==> src/rtl/irq_conditioner.sv <==
// Interrupt line conditioner: synchronizes 31 raw lines, applies polarity, edge/level
// detection into a sticky/level PEND register, and masks onto o_ext.
// Optional macro IRQ_DEBOUNCE_EN inserts a 4-sample agreement filter ahead of detection.
module irq_conditioner (
    input  logic        clk,
    input  logic        rst,
    input  logic [30:0] i_irq_raw,
    input  logic [1:0]  i_regaddr,
    input  logic        i_we,
    input  logic [30:0] i_wdata,
    output logic [30:0] o_rdata,
    output logic [30:0] o_ext
);

    localparam logic [1:0] ADDR_MODE = 2'd0;
    localparam logic [1:0] ADDR_POL  = 2'd1;
    localparam logic [1:0] ADDR_PEND = 2'd2;
    localparam logic [1:0] ADDR_MASK = 2'd3;

    logic [30:0] s1_q, s1_d;
    logic [30:0] s2_q, s2_d;
    logic [30:0] mode_q, mode_d;
    logic [30:0] pol_q, pol_d;
    logic [30:0] pend_q, pend_d;
    logic [30:0] mask_q, mask_d;
    logic [30:0] ext_q, ext_d;
    logic [30:0] rdata_q, rdata_d;

    logic [30:0] det_cur, det_prev;
    logic [30:0] act_cur, act_prev;
    logic [30:0] edge_set, pend_clr;

`ifdef IRQ_DEBOUNCE_EN
    logic [30:0] h1_q, h1_d;
    logic [30:0] h2_q, h2_d;
    logic [30:0] h3_q, h3_d;
    logic [30:0] filt_q, filt_d;
    logic [30:0] filt_dly_q, filt_dly_d;
    logic [30:0] stable;
`else
    logic [30:0] s3_q, s3_d;
`endif

    always_comb begin
        s1_d = i_irq_raw;
        s2_d = s1_q;
`ifdef IRQ_DEBOUNCE_EN
        h1_d = s2_q;
        h2_d = h1_q;
        h3_d = h2_q;
        // filt only follows s2 once four consecutive samples agree
        stable     = ~(s2_q ^ h1_q) & ~(h1_q ^ h2_q) & ~(h2_q ^ h3_q);
        filt_d     = (stable & s2_q) | (~stable & filt_q);
        filt_dly_d = filt_q;
        det_cur    = filt_q;
        det_prev   = filt_dly_q;
`else
        s3_d     = s2_q;
        det_cur  = s2_q;
        det_prev = s3_q;
`endif
        // Both samples use the current POL, so a POL change alone never forms an edge
        act_cur  = det_cur ^ pol_q;
        act_prev = det_prev ^ pol_q;
        edge_set = mode_q & act_cur & ~act_prev;
        pend_clr = (i_we && i_regaddr == ADDR_PEND) ? i_wdata : 31'h0;

        // Edge bits: sticky with W1C, set wins. Level bits: follow the active level.
        pend_d = (mode_q & ((pend_q & ~pend_clr) | edge_set)) | (~mode_q & act_cur);

        mode_d = (i_we && i_regaddr == ADDR_MODE) ? i_wdata : mode_q;
        pol_d  = (i_we && i_regaddr == ADDR_POL)  ? i_wdata : pol_q;
        mask_d = (i_we && i_regaddr == ADDR_MASK) ? i_wdata : mask_q;

        ext_d = pend_q & ~mask_q;

        case (i_regaddr)
            ADDR_MODE: rdata_d = mode_q;
            ADDR_POL:  rdata_d = pol_q;
            ADDR_PEND: rdata_d = pend_q;
            default:   rdata_d = mask_q;
        endcase
    end

    always_ff @(posedge clk) begin
        if (!rst) begin
            s1_q    <= '0;
            s2_q    <= '0;
            mode_q  <= '0;
            pol_q   <= '0;
            pend_q  <= '0;
            mask_q  <= '1;
            ext_q   <= '0;
            rdata_q <= '0;
`ifdef IRQ_DEBOUNCE_EN
            h1_q       <= '0;
            h2_q       <= '0;
            h3_q       <= '0;
            filt_q     <= '0;
            filt_dly_q <= '0;
`else
            s3_q <= '0;
`endif
        end else begin
            s1_q    <= s1_d;
            s2_q    <= s2_d;
            mode_q  <= mode_d;
            pol_q   <= pol_d;
            pend_q  <= pend_d;
            mask_q  <= mask_d;
            ext_q   <= ext_d;
            rdata_q <= rdata_d;
`ifdef IRQ_DEBOUNCE_EN
            h1_q       <= h1_d;
            h2_q       <= h2_d;
            h3_q       <= h3_d;
            filt_q     <= filt_d;
            filt_dly_q <= filt_dly_d;
`else
            s3_q <= s3_d;
`endif
        end
    end

    assign o_rdata = rdata_q;
    assign o_ext   = ext_q;

endmodule
==> config.mk <==
export PLATFORM = sky130hd
export DESIGN_NAME = irq_conditioner
export DESIGN_NICKNAME = d
export VERILOG_FILES = /design/src/rtl/irq_conditioner.sv
export SDC_FILE = /design/constraint.sdc
export NUM_CORES = 1
export LEC_CHECK = 0
export CAP_MARGIN = 10
export CORE_MARGIN = 3
export CORE_UTILIZATION = 53
export DETAILED_ROUTE_END_ITERATION = 16
export GPL_TIMING_DRIVEN = 0
export HOLD_SLACK_MARGIN = 0.12
export PLACE_DENSITY = 0.83
export SLEW_MARGIN = 20
export SYNTH_ARGS = -nofsm -noshare
export SYNTH_HDL_FRONTEND = slang
export SYNTH_SLANG_ARGS = --single-unit
==> constraint.sdc <==
create_clock -name clk -period 2 [get_ports clk]
set_input_delay 0.4 -clock clk [delete_from_list [all_inputs] [get_ports clk]]
set_output_delay 0.4 -clock clk [all_outputs]
set_load 0.05 [all_outputs]
==> metrics.txt, run 1 <==
# TYPE chip_impl_metric gauge
chip_impl_metric{name="reg2reg_setup_slack",unit="ps"} 860
chip_impl_metric{name="grt.overflow.total",unit=""} 0
chip_impl_metric{name="clk_latency",unit="ps"} 530
chip_impl_metric{name="worst_slew_pin_slew",unit="ps"} 671
chip_impl_info{name="commonest_cells_post_synth",value="sky130_fd_sc_hd__dfxtp_1 (279), sky130_fd_sc_hd__nand2_1 (248), sky130_fd_sc_hd__and2_1 (124)"} 1
chip_impl_metric{name="gp_congestion",unit=""} 0.841
chip_impl_metric{name="power.share.switching",unit="%"} 22.9
chip_impl_metric{name="first_global_vias",unit=""} 7861
chip_impl_metric{name="num_antenna_cells",unit=""} 0
chip_impl_metric{name="grt_first_pass_wirelength",unit="um"} 41000
chip_impl_metric{name="routed_wirelength",unit="um"} 25700
chip_impl_metric{name="drt_iter0_markers",unit=""} 752
chip_impl_metric{name="min_period_over_period",unit="%"} 91.4
chip_impl_info{name="master_of_the_slowest_instance_on_the_critical_path",value="sky130_fd_sc_hd__dlygate4sd2_1"} 1
chip_impl_metric{name="viasPerCell",unit=""} 5.41
chip_impl_metric{name="synth_enable_flop_cells",unit=""} 0
chip_impl_metric{name="slew-limit-headroom",unit="%"} 55.3
chip_impl_metric{name="post-dp-hpwl",unit="um"} 16900
chip_impl_metric{name="skew",unit="ps"} 5.10
chip_impl_metric{name="postSynth.asyncResetShare",unit="%"} 0
chip_impl_metric{name="worst_hold_path.num_cells",unit=""} 1
chip_impl_metric{name="met3_usage",unit="%"} 4.39
chip_impl_metric{name="final_critical_path_setup_slack",unit="ps"} 172
chip_impl_metric{name="ys_seq_elements",unit=""} 279
chip_impl_metric{name="core_region_area",unit="sq um"} 18900
chip_impl_metric{name="clock_transition_time_at_the_flip_flop_clock_pins_of_the_worst_setup_and_hold_paths",unit="ps"} 60
chip_impl_info{name="dominantRegCellSynth",value="sky130_fd_sc_hd__dfxtp_1"} 1
chip_impl_metric{name="wp_data_arrival",unit="ps"} 1430
chip_impl_metric{name="chipHeight",unit="um"} 145
chip_impl_metric{name="postSynthAreaPerCell",unit="sq um"} 9.70
chip_impl_metric{name="clock.fmax",unit="MHz"} 547
chip_impl_info{name="post-synth-top-area-cell",value="sky130_fd_sc_hd__dfxtp_1"} 1
chip_impl_metric{name="grt_max_degree",unit=""} 15
chip_impl_metric{name="maxCapViolations",unit=""} 0
chip_impl_metric{name="cts.sink_count",unit=""} 279
chip_impl_info{name="clk_root_buffer_cell",value="sky130_fd_sc_hd__clkbuf_16"} 1
chip_impl_metric{name="yosys_warnings",unit=""} 0
chip_impl_metric{name="synth-seq-area-share",unit="%"} 54.2
chip_impl_metric{name="power.leakage",unit="nW"} 5.24
chip_impl_info{name="synth.most_common_cell",value="sky130_fd_sc_hd__dfxtp_1"} 1
chip_impl_metric{name="clock_tree.htree_level_count",unit=""} 1
chip_impl_metric{name="globalRouteMet1Util",unit="%"} 30.4
chip_impl_metric{name="cts_made_buffers",unit=""} 27
chip_impl_metric{name="drt-pass1-iter-count",unit=""} 7
chip_impl_metric{name="final-instance-count-excl-fill",unit=""} 1498
chip_impl_metric{name="rows",unit=""} 50
chip_impl_metric{name="p_int",unit="mW"} 9.37
chip_impl_metric{name="track_usage",unit="%"} 23.7
chip_impl_metric{name="io_pins",unit=""} 129
chip_impl_info{name="critical_path.reg2reg.startpoint",value="mode_q[25]"} 1
chip_impl_info{name="worstSetupStartpointType",value="register"} 1
chip_impl_metric{name="drt_drc_violations_left",unit=""} 0
chip_impl_info{name="status",value="completed"} 1
chip_impl_metric{name="place_worst_setup_slack",unit="ps"} -179
chip_impl_metric{name="timing.reg2reg.worst_path_depth",unit=""} 2
chip_impl_metric{name="p_clk_share",unit="%"} 42.9
chip_impl_metric{name="globalRouteMet2Util",unit="%"} 40.0
chip_impl_info{name="worst_hold_startpoint",value="s1_q[19]"} 1
chip_impl_metric{name="mappedNetlistNets",unit=""} 1130
chip_impl_metric{name="final_antenna_net_count",unit=""} 0
chip_impl_info{name="path_cells",value="dlygate4sd2_1"} 1
chip_impl_info{name="tritoncts",value="done"} 1
chip_impl_metric{name="power.sequential.fraction",unit="%"} 48.6
chip_impl_metric{name="timing.critical_path.required",unit="ps"} 1600
chip_impl_metric{name="combinational_fraction_of_design_power",unit="%"} 8.5
chip_impl_metric{name="p_switching",unit="mW"} 2.77
chip_impl_metric{name="area.growth.synth_to_final",unit="%"} 23.6
chip_impl_metric{name="cts_buffer_depth",unit=""} 3
chip_impl_metric{name="synth_cell_types",unit=""} 25
chip_impl_metric{name="yosys.area.top_type_share",unit="%"} 54.2
chip_impl_info{name="setup_repair_after_global_routing_missed_its_margin",value="false"} 1
chip_impl_info{name="worst_setup_path_end_kind",value="output pin"} 1
chip_impl_metric{name="grt_antenna_before_repair",unit=""} 1
chip_impl_metric{name="layout.nets",unit=""} 1286
chip_impl_metric{name="period_needed",unit="ps"} 1830
chip_impl_metric{name="port_buffers",unit=""} 127
chip_impl_info{name="grt.busiest_layer",value="met2"} 1
chip_impl_metric{name="cp_num_buf_inv",unit=""} 1
chip_impl_metric{name="design.die.area",unit="sq um"} 21200
chip_impl_metric{name="vias",unit=""} 8109
chip_impl_metric{name="wl_per_cell",unit="um"} 17.1
chip_impl_info{name="min_delay_worst_endpoint",value="det_cur[19]"} 1
chip_impl_metric{name="synth_cells",unit=""} 1063
chip_impl_metric{name="powerDensity",unit="nW/um^2"} 953
chip_impl_metric{name="report.final.hold_viol_count",unit=""} 0
chip_impl_metric{name="post_synth_instance_area",unit="sq um"} 10300
chip_impl_metric{name="timing_max_transition_violations_final",unit=""} 0
chip_impl_metric{name="path_max_fanout",unit=""} 1
chip_impl_metric{name="post_cts_hold_buffer_count",unit=""} 0
chip_impl_metric{name="drive_gt1_share",unit="%"} 9.05
chip_impl_metric{name="setup_viol",unit=""} 0
chip_impl_info{name="reg2reg_to",value="o_rdata[25]"} 1
chip_impl_metric{name="die_w",unit="um"} 145
chip_impl_info{name="criticalPathCategory",value="reg2out"} 1
chip_impl_metric{name="vdd_ir_drop_max",unit="mV"} 0.733
chip_impl_info{name="synth.top_cells.by_area",value="sky130_fd_sc_hd__dfxtp_1 (54%), sky130_fd_sc_hd__nand2_1 (9.0%), sky130_fd_sc_hd__and2_1 (7.5%), sky130_fd_sc_hd__mux4_2 (6.8%), sky130_fd_sc_hd__a21boi_1 (3.8%)"} 1
chip_impl_info{name="worst_path_dominant_cell_family",value="buffers and inverters"} 1
chip_impl_info{name="class_of_the_most_critical_hold_timing_path",value="reg2reg"} 1
chip_impl_metric{name="worst_path_largest_cell_delay",unit="ps"} 540
chip_impl_metric{name="filler_cell_count",unit=""} 1493
chip_impl_metric{name="dp.cells",unit=""} 1450
chip_impl_metric{name="initial_utilization",unit="%"} 54.6
-- area by class of cell --
type	count	area [sq um]	share of cell area (%)
sequential	279	5590	43.8
multi-input combinational	689	4250	33.4
timing repair buffer	127	1190	9.37
clock buffer	36	749	5.88
buffer	64	358	2.81
tap	260	325	2.55
clock inverter	12	165	1.30
inverter	31	116	0.913
-- metal layers --
layer	share of wire, %	vias to the layer above	routed length (um)
li1	-	3837	-
met1	40	3861	10400
met2	49	342	12500
met3	7.7	67	1970
met4	3.3	2	857
met5	0.043	-	11
-- worst max-delay path by stage --
| stage | start | endpoint | depth (start not counted) |
|---|---|---|---|
| after floorplan | i_regaddr[1] | o_rdata[22] | 4 |
| after global placement | i_regaddr[1] | o_rdata[20] | 5 |
| after detailed placement | i_regaddr[1] | o_rdata[25] | 5 |
| after CTS | o_ext[20] | o_ext[20] | 1 |
| after global routing | o_ext[30] | o_ext[30] | 1 |
| final | o_ext[30] | o_ext[30] | 1 |
-- state kept, by name, summed over array words and instances, names as in the netlist --
| name | cells |
|---|---|
| det_cur | 31 |
| det_prev | 31 |
| mask_q | 31 |
| mode_q | 31 |
| o_ext | 31 |
| o_rdata | 31 |
| pend_q | 31 |
| pol_q | 31 |
| s1_q | 31 |
-- cell usage in the layout, fill, tap and decap left out --
cell type and count:
sky130_fd_sc_hd__bufinv_16 4, sky130_fd_sc_hd__buf_8 1, sky130_fd_sc_hd__clkbuf_1 32, sky130_fd_sc_hd__buf_4 3, sky130_fd_sc_hd__dfxtp_1 279, sky130_fd_sc_hd__nand2_1 248
sky130_fd_sc_hd__clkinvlp_4 2, sky130_fd_sc_hd__clkbuf_8 4, sky130_fd_sc_hd__buf_2 26, sky130_fd_sc_hd__a21oi_1 31, sky130_fd_sc_hd__inv_1 31, sky130_fd_sc_hd__a211oi_1 31
sky130_fd_sc_hd__a21boi_0 10, sky130_fd_sc_hd__buf_6 4, sky130_fd_sc_hd__a21boi_1 52, sky130_fd_sc_hd__nor3b_2 1, sky130_fd_sc_hd__mux4_2 31, sky130_fd_sc_hd__clkinv_2 6
sky130_fd_sc_hd__nand3b_2 1, sky130_fd_sc_hd__buf_12 2, sky130_fd_sc_hd__clkdlybuf4s50_1 65, sky130_fd_sc_hd__and2_1 124, sky130_fd_sc_hd__and3b_1 2, sky130_fd_sc_hd__buf_1 1
sky130_fd_sc_hd__and3_1 32, sky130_fd_sc_hd__o31a_1 31, sky130_fd_sc_hd__nor2_1 31, sky130_fd_sc_hd__clkbuf_16 27, sky130_fd_sc_hd__nand3_1 32, sky130_fd_sc_hd__or3b_1 1
sky130_fd_sc_hd__nand2b_1 31, sky130_fd_sc_hd__dlygate4sd2_1 62
-- through the flow --
stage	cell area (sq um)	utilization (%)	power [mW]	hold WS [ps]	TNS, ps
detailed placement	11900	63.0	7.07	420	-9850
floorplan	10300	-	6.63	405	0
finish	12700	67.5	12.1	427	0
global placement	11900	63.0	7.04	413	-8110
global route	12700	67.5	12.5	438	0
CTS	12700	67.5	12.2	433	0
-- timing repair --
action	in CTS	in global routing
setup buffers	0	0
hold endpoints to repair	0	0
endpoints found under the setup margin	62	0
gates resized for setup	62	0
-- power groups by stage --
stage	Sequential [mW]	Combinational, mW	Clock (mW)
floorplan	6.13	0.497	0
global placement	6.01	1.02	0
detailed placement	6.02	1.05	0
CTS	5.90	1.03	5.27
global route	5.92	1.10	5.48
finish	5.90	1.03	5.21
-- logic make-up (layout without fill, tap and decap cells) --
logic type	after synthesis	count (layout)	synth area share (%)
AO/OA/AOI/OAI	155	155	10.9
AND/OR/NAND/NOR	503	503	23.5
multiplexers	31	31	6.77
flip-flops	279	279	54.2
buffers and inverters	95	270	4.60
Power figures use the tool's default switching activity.
==> run 2: changes to the inputs <==
Settings changed: SKIP_CTS_REPAIR_TIMING set to 1.
==> run 2 against run 1 <==
Compared with the run above: combinational power about the same; design area increased by 1.8%; core utilization increased by 1.2 points; cell count unchanged; worst hold slack improved by 0.70 ps; count of clock-buffer cells in the layout unchanged; critical path depth unchanged; first-iteration DRC count decreased by 0.93%; power increased by 0.34%; register-to-register slack about the same; via count about the same.
==> metrics.txt, run 2 (same netlist as run 1, synthesis figures left out) <==
# TYPE chip_impl_metric gauge
chip_impl_metric{name="globalRouteMet2Util",unit="%"} 40.1
chip_impl_info{name="criticalPathCategory",value="reg2out"} 1
chip_impl_info{name="worstSetupStartpointType",value="register"} 1
chip_impl_metric{name="timing.reg2reg.worst_path_depth",unit=""} 2
chip_impl_metric{name="min_period_over_period",unit="%"} 87.3
chip_impl_metric{name="final_antenna_net_count",unit=""} 0
chip_impl_metric{name="port_buffers",unit=""} 127
chip_impl_metric{name="gp_congestion",unit=""} 0.841
chip_impl_info{name="critical_path.reg2reg.startpoint",value="mode_q[16]"} 1
chip_impl_metric{name="timing.critical_path.required",unit="ps"} 1600
chip_impl_metric{name="slew-limit-headroom",unit="%"} 54.3
chip_impl_metric{name="clock.fmax",unit="MHz"} 573
chip_impl_metric{name="grt.overflow.total",unit=""} 0
chip_impl_info{name="worst_setup_path_end_kind",value="output pin"} 1
chip_impl_metric{name="design.die.area",unit="sq um"} 21200
chip_impl_metric{name="final-instance-count-excl-fill",unit=""} 1498
chip_impl_metric{name="initial_utilization",unit="%"} 54.6
chip_impl_info{name="setup_repair_after_global_routing_missed_its_margin",value="false"} 1
chip_impl_metric{name="met3_usage",unit="%"} 4.42
chip_impl_metric{name="num_antenna_cells",unit=""} 0
chip_impl_metric{name="vdd_ir_drop_max",unit="mV"} 0.721
chip_impl_metric{name="drive_gt1_share",unit="%"} 9.05
chip_impl_metric{name="worst_path_largest_cell_delay",unit="ps"} 440
chip_impl_metric{name="final_critical_path_setup_slack",unit="ps"} 253
chip_impl_metric{name="layout.nets",unit=""} 1286
chip_impl_metric{name="io_pins",unit=""} 129
chip_impl_metric{name="clk_latency",unit="ps"} 530
chip_impl_metric{name="place_worst_setup_slack",unit="ps"} -179
chip_impl_metric{name="wp_data_arrival",unit="ps"} 1350
chip_impl_metric{name="chipHeight",unit="um"} 145
chip_impl_metric{name="filler_cell_count",unit=""} 1439
chip_impl_info{name="worst_path_dominant_cell_family",value="buffers and inverters"} 1
chip_impl_metric{name="period_needed",unit="ps"} 1750
chip_impl_metric{name="report.final.hold_viol_count",unit=""} 0
chip_impl_metric{name="drt_iter0_markers",unit=""} 745
chip_impl_info{name="tritoncts",value="done"} 1
chip_impl_metric{name="clock_transition_time_at_the_flip_flop_clock_pins_of_the_worst_setup_and_hold_paths",unit="ps"} 60
chip_impl_metric{name="track_usage",unit="%"} 23.8
chip_impl_metric{name="postLayoutCellArea",unit="sq um"} 13000
chip_impl_info{name="grt.busiest_layer",value="met2"} 1
chip_impl_metric{name="post-dp-hpwl",unit="um"} 16900
chip_impl_metric{name="first_global_vias",unit=""} 7887
chip_impl_metric{name="rows",unit=""} 50
chip_impl_metric{name="viasPerCell",unit=""} 5.41
chip_impl_metric{name="powerDensity",unit="nW/um^2"} 939
chip_impl_metric{name="grt_first_pass_wirelength",unit="um"} 41000
chip_impl_metric{name="area.growth.synth_to_final",unit="%"} 25.9
chip_impl_metric{name="vias",unit=""} 8108
chip_impl_metric{name="dp.cells",unit=""} 1450
chip_impl_metric{name="globalRouteMet1Util",unit="%"} 30.4
chip_impl_metric{name="skew",unit="ps"} 6.50
chip_impl_metric{name="cts_buffer_depth",unit=""} 3
chip_impl_metric{name="cts_made_buffers",unit=""} 27
chip_impl_info{name="reg2reg_to",value="o_rdata[16]"} 1
chip_impl_metric{name="worst_slew_pin_slew",unit="ps"} 685
chip_impl_metric{name="wl_per_cell",unit="um"} 17.4
chip_impl_metric{name="setup_viol",unit=""} 0
chip_impl_metric{name="core_region_area",unit="sq um"} 18900
chip_impl_metric{name="cts.sink_count",unit=""} 279
chip_impl_info{name="path_cells",value="dlymetal6s2s_1"} 1
chip_impl_info{name="layout_commonest_cell",value="sky130_fd_sc_hd__dfxtp_1"} 1
chip_impl_metric{name="grt_antenna_before_repair",unit=""} 1
chip_impl_info{name="clk_root_buffer_cell",value="sky130_fd_sc_hd__clkbuf_16"} 1
chip_impl_metric{name="routed_wirelength",unit="um"} 26100
chip_impl_info{name="master_of_the_slowest_instance_on_the_critical_path",value="sky130_fd_sc_hd__dlymetal6s2s_1"} 1
chip_impl_metric{name="fin_hold_ws",unit="ps"} 428
chip_impl_metric{name="worst_hold_path.num_cells",unit=""} 1
chip_impl_info{name="worst_hold_startpoint",value="s1_q[19]"} 1
chip_impl_metric{name="cp_num_buf_inv",unit=""} 1
chip_impl_metric{name="clock_tree.htree_level_count",unit=""} 1
chip_impl_metric{name="drt_drc_violations_left",unit=""} 0
chip_impl_info{name="class_of_the_most_critical_hold_timing_path",value="reg2reg"} 1
chip_impl_metric{name="maxCapViolations",unit=""} 0
chip_impl_metric{name="reg2reg_setup_slack",unit="ps"} 860
chip_impl_metric{name="timing_max_transition_violations_final",unit=""} 0
chip_impl_metric{name="die_w",unit="um"} 145
chip_impl_metric{name="total_power",unit="mW"} 12.2
chip_impl_info{name="layout.cells.most_common_list",value="sky130_fd_sc_hd__dfxtp_1 (279), sky130_fd_sc_hd__nand2_1 (248), sky130_fd_sc_hd__and2_1 (124)"} 1
chip_impl_info{name="min_delay_worst_endpoint",value="det_cur[19]"} 1
chip_impl_metric{name="power.leakage",unit="nW"} 6.05
chip_impl_metric{name="path_max_fanout",unit=""} 1
chip_impl_metric{name="drt-pass1-iter-count",unit=""} 6
chip_impl_info{name="status",value="completed"} 1
chip_impl_metric{name="post_dp_cell_area",unit="sq um"} 11900
chip_impl_metric{name="grt_max_degree",unit=""} 15
## run 2: cell count changes in the layout (fill, tap and decap cells not counted), sizes merged
cell,before,now
dlymetal6s2s,0,62
dlygate4sd2,62,0
## run 2: worst register-to-register path: cells and delay by family (launching register included)
| kind | cells | cell delay [ps] |
|---|---|---|
| flops | 1 | 360 |
| mux | 1 | 480 |
| simple gates | 1 | 190 |
## run 2: routing by layer
metal | up-vias | routed length (um)
met5 | - | 11
met3 | 64 | 1970
met1 | 3855 | 10600
li1 | 3842 | -
met2 | 345 | 12700
met4 | 2 | 805
## run 2: final cells by class
type	instances	area [sq um]	area share (%)
Clock buffer	36	749	5.78
Buffer	64	358	2.76
Tap cell	260	325	2.51
Sequential cell	279	5590	43.0
Multi-Input combinational cell	689	4250	32.8
Inverter	31	116	0.897
Timing Repair Buffer	127	1430	11.0
Clock inverter	12	165	1.27
## run 2: where the power goes
| group | internal (mW) | leakage [nW] | switching, mW |
|---|---|---|---|
| Combinational | 0.477 | 3.32 | 0.579 |
| Sequential | 5.77 | 2.28 | 0.128 |
| Clock | 3.14 | 0.448 | 2.09 |
| Total | 9.39 | 6.05 | 2.79 |
## run 2: through the flow
step	util [%]	TNS [ps]
after global placement	63.0	-8110
after CTS	67.9	-2870
final	68.7	0
after floorplan	-	0
after detailed placement	63.0	-9850
after global routing	68.7	0
## run 2: worst max-delay path by stage
stage / from / to / cells after the start / slack (ps)
floorplan: i_regaddr[1] / o_rdata[22] / 4 / 560
global placement: i_regaddr[1] / o_rdata[20] / 5 / -160
detailed placement: i_regaddr[1] / o_rdata[25] / 5 / -180
CTS: o_ext[20] / o_ext[20] / 1 / -120
global route: o_ext[30] / o_ext[30] / 1 / 230
finish: o_ext[30] / o_ext[30] / 1 / 250
